**src/rtl/branch_redirect_ctrl_if.sv**
```systemverilog
// EX-stage control-flow bundle: instruction operands in, redirect handshake,
// flush/stall, link write and status out.
interface branch_redirect_ctrl_if #(
  parameter int unsigned XLEN  = 64,
  parameter int unsigned CNT_W = 32
);
  logic              ex_valid;
  logic [XLEN-1:0]   ex_pc;
  logic [6:0]        ex_opcode;
  logic [2:0]        ex_func3;
  logic [20:0]       ex_imm;
  logic [XLEN-1:0]   ex_rs1;
  logic [XLEN-1:0]   ex_rs2;
  logic              ex_pred_taken;
  logic              redirect_ready;
  logic              redirect_valid;
  logic [XLEN-1:0]   redirect_pc;
  logic              flush_if;
  logic              flush_id;
  logic              stall_ex;
  logic              link_we;
  logic [XLEN-1:0]   link_data;
  logic              misalign_exc;
  logic [CNT_W-1:0]  mispredict_cnt;

  modport master (
    output ex_valid, ex_pc, ex_opcode, ex_func3, ex_imm, ex_rs1, ex_rs2,
           ex_pred_taken, redirect_ready,
    input  redirect_valid, redirect_pc, flush_if, flush_id, stall_ex,
           link_we, link_data, misalign_exc, mispredict_cnt
  );

  modport slave (
    input  ex_valid, ex_pc, ex_opcode, ex_func3, ex_imm, ex_rs1, ex_rs2,
           ex_pred_taken, redirect_ready,
    output redirect_valid, redirect_pc, flush_if, flush_id, stall_ex,
           link_we, link_data, misalign_exc, mispredict_cnt
  );
endinterface

```
**src/rtl/branch_redirect_ctrl.sv**
```systemverilog
// Resolves JAL/JALR/branch in EX, checks the fetch prediction and sequences
// the PC redirect handshake plus IF/ID flush window on a mispredict.
module branch_redirect_ctrl #(
  parameter int unsigned XLEN         = 64,
  parameter int unsigned FLUSH_CYCLES = 2,
  parameter int unsigned CNT_W        = 32
) (
  input  logic                   clk,
  input  logic                   rst,
  branch_redirect_ctrl_if.slave  bus
);

  localparam logic [6:0]  OP_BRANCH = 7'b1100011;
  localparam logic [6:0]  OP_JAL    = 7'b1101111;
  localparam logic [6:0]  OP_JALR   = 7'b1100111;
  localparam int unsigned FCNT_W    = 4;

  typedef enum logic [1:0] {IDLE, REDIRECT, FLUSH} state_t;

  state_t             state;
  logic [FCNT_W-1:0]  flush_cnt;

  logic              is_branch, is_jal, is_jalr, is_jump, is_cf;
  logic              cond, taken, misaligned, mispredict, accept;
  logic [XLEN-1:0]   imm_sext, target, seq_pc, actual_pc;

  // Outcome and target evaluation for the instruction currently in EX
  always_comb begin
    is_branch = (bus.ex_opcode == OP_BRANCH);
    is_jal    = (bus.ex_opcode == OP_JAL);
    is_jalr   = (bus.ex_opcode == OP_JALR);
    is_jump   = is_jal | is_jalr;
    is_cf     = is_branch | is_jump;
    imm_sext  = {{(XLEN-21){bus.ex_imm[20]}}, bus.ex_imm};
    seq_pc    = bus.ex_pc + XLEN'(4);

    cond = 1'b0;
    unique case (bus.ex_func3)
      3'b000:  cond = (bus.ex_rs1 == bus.ex_rs2);
      3'b001:  cond = (bus.ex_rs1 != bus.ex_rs2);
      3'b100:  cond = ($signed(bus.ex_rs1) <  $signed(bus.ex_rs2));
      3'b101:  cond = ($signed(bus.ex_rs1) >= $signed(bus.ex_rs2));
      3'b110:  cond = (bus.ex_rs1 <  bus.ex_rs2);
      3'b111:  cond = (bus.ex_rs1 >= bus.ex_rs2);
      default: cond = 1'b0;
    endcase

    taken      = is_jump | (is_branch & cond);
    target     = is_jalr ? ((bus.ex_rs1 + imm_sext) & ~XLEN'(1))
                         : (bus.ex_pc + imm_sext);
    actual_pc  = taken ? target : seq_pc;
    misaligned = taken & (target[1:0] != 2'b00);
    mispredict = (taken != bus.ex_pred_taken);
    accept     = (state == IDLE) & bus.ex_valid & is_cf;
  end

  assign bus.stall_ex = (state != IDLE);

  always_ff @(posedge clk or posedge rst) begin
    if (rst) begin
      state              <= IDLE;
      flush_cnt          <= '0;
      bus.redirect_valid <= 1'b0;
      bus.redirect_pc    <= '0;
      bus.flush_if       <= 1'b0;
      bus.flush_id       <= 1'b0;
      bus.link_we        <= 1'b0;
      bus.link_data      <= '0;
      bus.misalign_exc   <= 1'b0;
      bus.mispredict_cnt <= '0;
    end else begin
      bus.link_we      <= 1'b0;
      bus.misalign_exc <= 1'b0;
      unique case (state)
        IDLE: begin
          if (accept) begin
            if (misaligned) begin
              bus.misalign_exc <= 1'b1;
            end else begin
              if (is_jump) begin
                bus.link_we   <= 1'b1;
                bus.link_data <= seq_pc;
              end
              if (mispredict) begin
                state              <= REDIRECT;
                bus.redirect_valid <= 1'b1;
                bus.redirect_pc    <= actual_pc;
                bus.flush_if       <= 1'b1;
                bus.flush_id       <= 1'b1;
                if (bus.mispredict_cnt != {CNT_W{1'b1}})
                  bus.mispredict_cnt <= bus.mispredict_cnt + CNT_W'(1);
              end
            end
          end
        end
        REDIRECT: begin
          if (bus.redirect_ready) begin
            bus.redirect_valid <= 1'b0;
            if (FLUSH_CYCLES == 0) begin
              state        <= IDLE;
              bus.flush_if <= 1'b0;
              bus.flush_id <= 1'b0;
            end else begin
              state     <= FLUSH;
              flush_cnt <= FCNT_W'(FLUSH_CYCLES - 1);
            end
          end
        end
        FLUSH: begin
          if (flush_cnt == '0) begin
            state        <= IDLE;
            bus.flush_if <= 1'b0;
            bus.flush_id <= 1'b0;
          end else begin
            flush_cnt <= flush_cnt - FCNT_W'(1);
          end
        end
        default: state <= IDLE;
      endcase
    end
  end

endmodule

```
**src/flat_wrapper.sv**
```systemverilog
// flat-port wrapper written by rule: the top's interface ports become plain ports
module branch_redirect_ctrl_flat 
#(
  parameter int unsigned XLEN         = 64,
  parameter int unsigned FLUSH_CYCLES = 2,
  parameter int unsigned CNT_W        = 32
)
  (clk, rst, bus_ex_valid, bus_ex_pc, bus_ex_opcode, bus_ex_func3, bus_ex_imm, bus_ex_rs1, bus_ex_rs2, bus_ex_pred_taken, bus_redirect_ready, bus_redirect_valid, bus_redirect_pc, bus_flush_if, bus_flush_id, bus_stall_ex, bus_link_we, bus_link_data, bus_misalign_exc, bus_mispredict_cnt);
  branch_redirect_ctrl_if #(.XLEN(XLEN), .CNT_W(CNT_W)) bus_i ();
  input  logic clk;
  input  logic rst;
  input wire logic [$bits(bus_i.ex_valid)-1:0] bus_ex_valid;
  input wire logic [$bits(bus_i.ex_pc)-1:0] bus_ex_pc;
  input wire logic [$bits(bus_i.ex_opcode)-1:0] bus_ex_opcode;
  input wire logic [$bits(bus_i.ex_func3)-1:0] bus_ex_func3;
  input wire logic [$bits(bus_i.ex_imm)-1:0] bus_ex_imm;
  input wire logic [$bits(bus_i.ex_rs1)-1:0] bus_ex_rs1;
  input wire logic [$bits(bus_i.ex_rs2)-1:0] bus_ex_rs2;
  input wire logic [$bits(bus_i.ex_pred_taken)-1:0] bus_ex_pred_taken;
  input wire logic [$bits(bus_i.redirect_ready)-1:0] bus_redirect_ready;
  output wire logic [$bits(bus_i.redirect_valid)-1:0] bus_redirect_valid;
  output wire logic [$bits(bus_i.redirect_pc)-1:0] bus_redirect_pc;
  output wire logic [$bits(bus_i.flush_if)-1:0] bus_flush_if;
  output wire logic [$bits(bus_i.flush_id)-1:0] bus_flush_id;
  output wire logic [$bits(bus_i.stall_ex)-1:0] bus_stall_ex;
  output wire logic [$bits(bus_i.link_we)-1:0] bus_link_we;
  output wire logic [$bits(bus_i.link_data)-1:0] bus_link_data;
  output wire logic [$bits(bus_i.misalign_exc)-1:0] bus_misalign_exc;
  output wire logic [$bits(bus_i.mispredict_cnt)-1:0] bus_mispredict_cnt;
  assign bus_i.ex_valid = bus_ex_valid;
  assign bus_i.ex_pc = bus_ex_pc;
  assign bus_i.ex_opcode = bus_ex_opcode;
  assign bus_i.ex_func3 = bus_ex_func3;
  assign bus_i.ex_imm = bus_ex_imm;
  assign bus_i.ex_rs1 = bus_ex_rs1;
  assign bus_i.ex_rs2 = bus_ex_rs2;
  assign bus_i.ex_pred_taken = bus_ex_pred_taken;
  assign bus_i.redirect_ready = bus_redirect_ready;
  assign bus_redirect_valid = bus_i.redirect_valid;
  assign bus_redirect_pc = bus_i.redirect_pc;
  assign bus_flush_if = bus_i.flush_if;
  assign bus_flush_id = bus_i.flush_id;
  assign bus_stall_ex = bus_i.stall_ex;
  assign bus_link_we = bus_i.link_we;
  assign bus_link_data = bus_i.link_data;
  assign bus_misalign_exc = bus_i.misalign_exc;
  assign bus_mispredict_cnt = bus_i.mispredict_cnt;
  branch_redirect_ctrl #(.XLEN(XLEN), .FLUSH_CYCLES(FLUSH_CYCLES), .CNT_W(CNT_W)) u_core (.clk(clk), .rst(rst), .bus(bus_i));
endmodule
```
**config.mk**
```make
export PLATFORM = sky130hd
export DESIGN_NAME = branch_redirect_ctrl_flat
export DESIGN_NICKNAME = d
export VERILOG_FILES = /design/src/rtl/branch_redirect_ctrl_if.sv /design/src/rtl/branch_redirect_ctrl.sv /design/src/flat_wrapper.sv
export SDC_FILE = /design/constraint.sdc
export NUM_CORES = 1
export LEC_CHECK = 0
export BUFFER_PORTS_ARGS = -buffer_cell sky130_fd_sc_hd__buf_2
export CELL_PAD_IN_SITES_DETAIL_PLACEMENT = 0
export CELL_PAD_IN_SITES_GLOBAL_PLACEMENT = 1
export CORE_MARGIN = 2
export CORE_UTILIZATION = 44
export CTS_CLUSTER_DIAMETER = 80
export DETAILED_ROUTE_END_ITERATION = 8
export GPL_ROUTABILITY_DRIVEN = 0
export PLACE_DENSITY = 0.95
export SLEW_MARGIN = 0
export SYNTH_ARGS = -nofsm -noshare
export SYNTH_HDL_FRONTEND = slang
export SYNTH_SLANG_ARGS = --single-unit
```
**constraint.sdc**
```tcl
create_clock -name clk -period 13.1 [get_ports clk]
set_clock_uncertainty 0.1 [all_clocks]
set_input_delay 2.62 -clock clk [delete_from_list [all_inputs] [get_ports clk]]
set_output_delay 2.62 -clock clk [all_outputs]
set_load 0.01 [all_outputs]
```
==> results by group <==
Run status
  – Outcome: complete, no violations

STA
  – RSZ-0062 raised after global routing: no
  – Final setup viols: 0
  – TNS Setup: 0 ns
  – Final worst path period share: 0.561
  – Post-layout min period: 7.35 ns
  – Slew Limit Fails: 0
  – Worst-margin pin slew: 1.04 ns
  – FMAX: approximately 140 MHz
  – Relative slew margins: 0.303
  – Final hold vios: 0

Yosys
  – Predominant post-synthesis flop cell: dfrtp_1
  – Post-Synth Adder-Cell Area: 0.136
  – Post-synthesis mux area share: 0.0171
  – Seq/Total Area, Yosys: 0.236
  – Syn avg cell area: between 7 and 8 um2
  – Synth warn: 0
  – Synth Area in Compound Gates: 0.236
  – Synth Area in XOR/XNOR: 0.100
  – Synth area leaders: dfrtp_1, ha_1, a21oi_1, nand2_1, xnor2_1
  – Synth area leader: dfrtp_1
  – Main combinational cell family by area after synthesis: compound AO/OA/AOI/OAI gates
  – Async S/R FF share, synth: 1.00
  – Yosys cell types: 99
  – Yosys top cell area share: 0.236
  – Post-synth EDFFs: 0
  – Post-synthesis cell area: around 18,000 um2
  – Simple-Gate Fraction of Synth Area: 0.227
  – FF+latch count, synth: 170
  – Synth Instances: approximately 2,400
  – Post-synth net total: between 2,000 and 3,000

Setup path
  – CP arrival: about 7.6 ns
  – Slowest stage cell on the critical path: a211oi_1
  – Crit path buffers/inverters: 4
  – Critical-path cell list: buf_2 > inv_1 > ha_1 > nand4_1 > or2_1 > a211oi_1 > o41ai_1 > a31oi_1 > nor3_2 > o21ai_4 > buf_4 > mux2_4 > buf_4 > o21ai_0
  – Crit. End Element: flop
  – CP dominant cell by count: buf_4
  – Crit path launch type: input port
  – Max stage delay on crit path: between 0.8 and 0.9 ns
  – Crit Path Class: in -> reg
  – Critical Path RT: between 10 and 15 ns
  – Critical Path Fanout Max: between 70 and 80
  – CP delay by family, top: compound AO/OA/AOI/OAI gates

Place
  – Port Buffers: around 400
  – Dpl hpwl: roughly 53,000 um
  – Placed cell area: a little over 20,000 um2
  – Placed insts: roughly 3,200

Finish
  – Area Growth Syn to Fin: 16.0%
  – Layout cell share with drive strength beyond 1: 0.184
  – Finished Layout Cells: approximately 3,300
  – FILL cells: 4,005
  – Design Area, Final: between 20,000 and 25,000 um2
  – Layout Nets: between 3,000 and 4,000

CTS
  – Hold buffer count at CTS: 0
  – Worst-Skew Late Latency: about 0.45 ns
  – Setup bufs post-CTS: 0
  – CTS root buf: clkbuf_16
  – Clock slew at reported path FFs: around 0.07 ns
  – Clock sinks: 170
  – Clock tree buffer depth: 2
  – H-tree Lvls: 4
  – CTS resizes: 0
  – CTS Buf Count: 17
  – CTS tree: yes

Detailed routing
  – Drt drc: 0
  – First-pass iteration count of the detailed router: 7
  – Post-DRT Antenna Nets: 0
  – 1st-iter DRT viols: 1,822
  – Via-to-Cell Ratio: about 5.9
  – WL/cell: 20.1 um
  – Vias after detailed routing: approximately 19,000
  – Final wirelength: 65,400 um

Floorplanning
  – Io pins: just under 400
  – Die width: just over 200 um
  – Die area: roughly 43,000 um2
  – Cell Rows: 74
  – Initial core utilization: 0.444
  – Die Height: 207 um
  – CORE AREA: between 40,000 and 50,000 um2

Global route
  – First-pass GRT wire length: about 99,000 um
  – Vias in the first global route: 17,883
  – Tot GR Track Use: 0.299
  – Initial antenna violation count: 10
  – Largest net degree at the start of global routing: 95
  – Total congestion overflow: 0

Power
  – VDD IR max: between 0.00008 and 0.00009 V
  – Leakage: between 10 and 15 nW
  – Power Density: roughly 88 nW/um2

Run
  – Max-Cap Viols: 0

Hold path
  – HP Class: reg -> reg
[registers in the layout, summed over array words and instances (netlist names), 2 cells and up]
signal / flops
u_core.flush_cnt: 4
u_core.state: 2
u_core.bus.redirect_pc: 64
u_core.bus.mispredict_cnt: 32
u_core.bus.link_data: 64
[cell type report]
class | count | area, um2 | share of cell area
multi-input cells | 1992 | 12900 | 0.618
well taps | 532 | 666 | 0.0318
inverters | 113 | 429 | 0.0205
clock inverters | 13 | 134 | 0.00639
clock buffers | 19 | 443 | 0.0212
diodes | 9 | 22.5 | 0.00108
repair buffers | 403 | 2040 | 0.0976
flip-flops and latches | 170 | 4250 | 0.203
[routing by layer]
layer / part of all wire / track usage
met2: 0.44 / 0.463
met3: 0.079 / 0.0468
met1: 0.44 / 0.417
met5: 0.00047 / 0
met4: 0.035 / 0.116
[worst min-delay path, delay by kind of cell, from the launching register on]
| family | cells | cell delay, ns |
|---|---|---|
| DFF | 1 | 0.34 |
| AOI/OAI and AO/OA | 1 | 0.06 |
| and+or+nand+nor | 1 | 0.04 |
[path summary, 6_finish.rpt]
path / startpoint / endpoint / slack [ns] / depth (start not counted)
setup / recovery: bus_ex_rs2[15] / u_core.bus.redirect_pc[23] / 5.75 / 14
hold / removal: u_core.bus.redirect_pc[3] / u_core.bus.redirect_pc[3] / 0.38 / 2
max in group asynchronous: rst / u_core.bus.redirect_pc[61] / 9.11 / 3
hold reg to reg: u_core.bus.redirect_pc[3] / u_core.bus.redirect_pc[3] / 0.38 / 2
setup reg to reg: u_core.bus.mispredict_cnt[11] / u_core.bus.mispredict_cnt[9] / 10.01 / 11
min in group asynchronous: rst / u_core.bus.link_data[3] / 2.25 / 2
[cells by family (layout without fill, tap and decap cells)]
| group | after synthesis | in the layout |
|---|---|---|
| AND/OR/NAND/NOR | 861 | 861 |
| AO/OA/AOI/OAI | 703 | 703 |
| buffers and inverters | 210 | 548 |
| XOR/XNOR | 206 | 206 |
| adder cells (fa/ha/maj) | 195 | 195 |
| flip-flops | 170 | 170 |
| multiplexers | 27 | 27 |
| other | 0 | 9 |
[layout by cell type (no fill, tap or decap), types with 10 or more instances in the layout]
cell,count
buf_2,392
a21o_1,46
nor4_1,10
nor2_1,243
xnor2_1,121
o21bai_1,15
ha_1,193
o211ai_1,26
mux2i_1,11
nand4_1,67
inv_1,112
nand2b_1,16
o21a_1,16
nor2b_1,15
a211oi_1,17
dfrtp_1,170
xor2_1,85
nand2_1,284
buf_4,11
o21ai_0,147
o31ai_1,14
o21ai_1,20
nand3_1,74
and4_1,11
or3_1,12
and2_1,18
and3_1,22
a21oi_1,290
a31oi_1,22
mux2_2,12
nor3_1,38
clkbuf_16,17
[synthesized netlist by cell type (46+ instances only)]
cell,count
a21o_1,46
nand2_1,284
ha_1,193
o21ai_0,147
dfrtp_1,170
nand3_1,74
xor2_1,85
a21oi_1,290
xnor2_1,121
nor2_1,244
inv_1,113
nand4_1,67
[metrics by stage]
step | util | power (mW) | setup slack [ns] | hold slack (ns)
6_report | 0.515 | 1.85 | 5.75 | 0.378
5_1_grt | 0.515 | 1.96 | 5.56 | 0.390
4_1_cts | 0.515 | 1.84 | 5.84 | 0.379
3_5_place_dp | 0.500 | 1.34 | 5.35 | 0.363
3_3_place_gp | 0.500 | 1.33 | 5.40 | 0.347
2_1_floorplan | - | 1.09 | 5.78 | 0.362
[power breakdown]
part	switching, mW	leakage (nW)	internal (mW)
Combinational	0.468	7.59	0.286
Sequential	0.0288	2.33	0.566
Clock	0.246	0.276	0.257
Total	0.742	10.2	1.11
No activity file was read; power rests on OpenSTA's default activity.
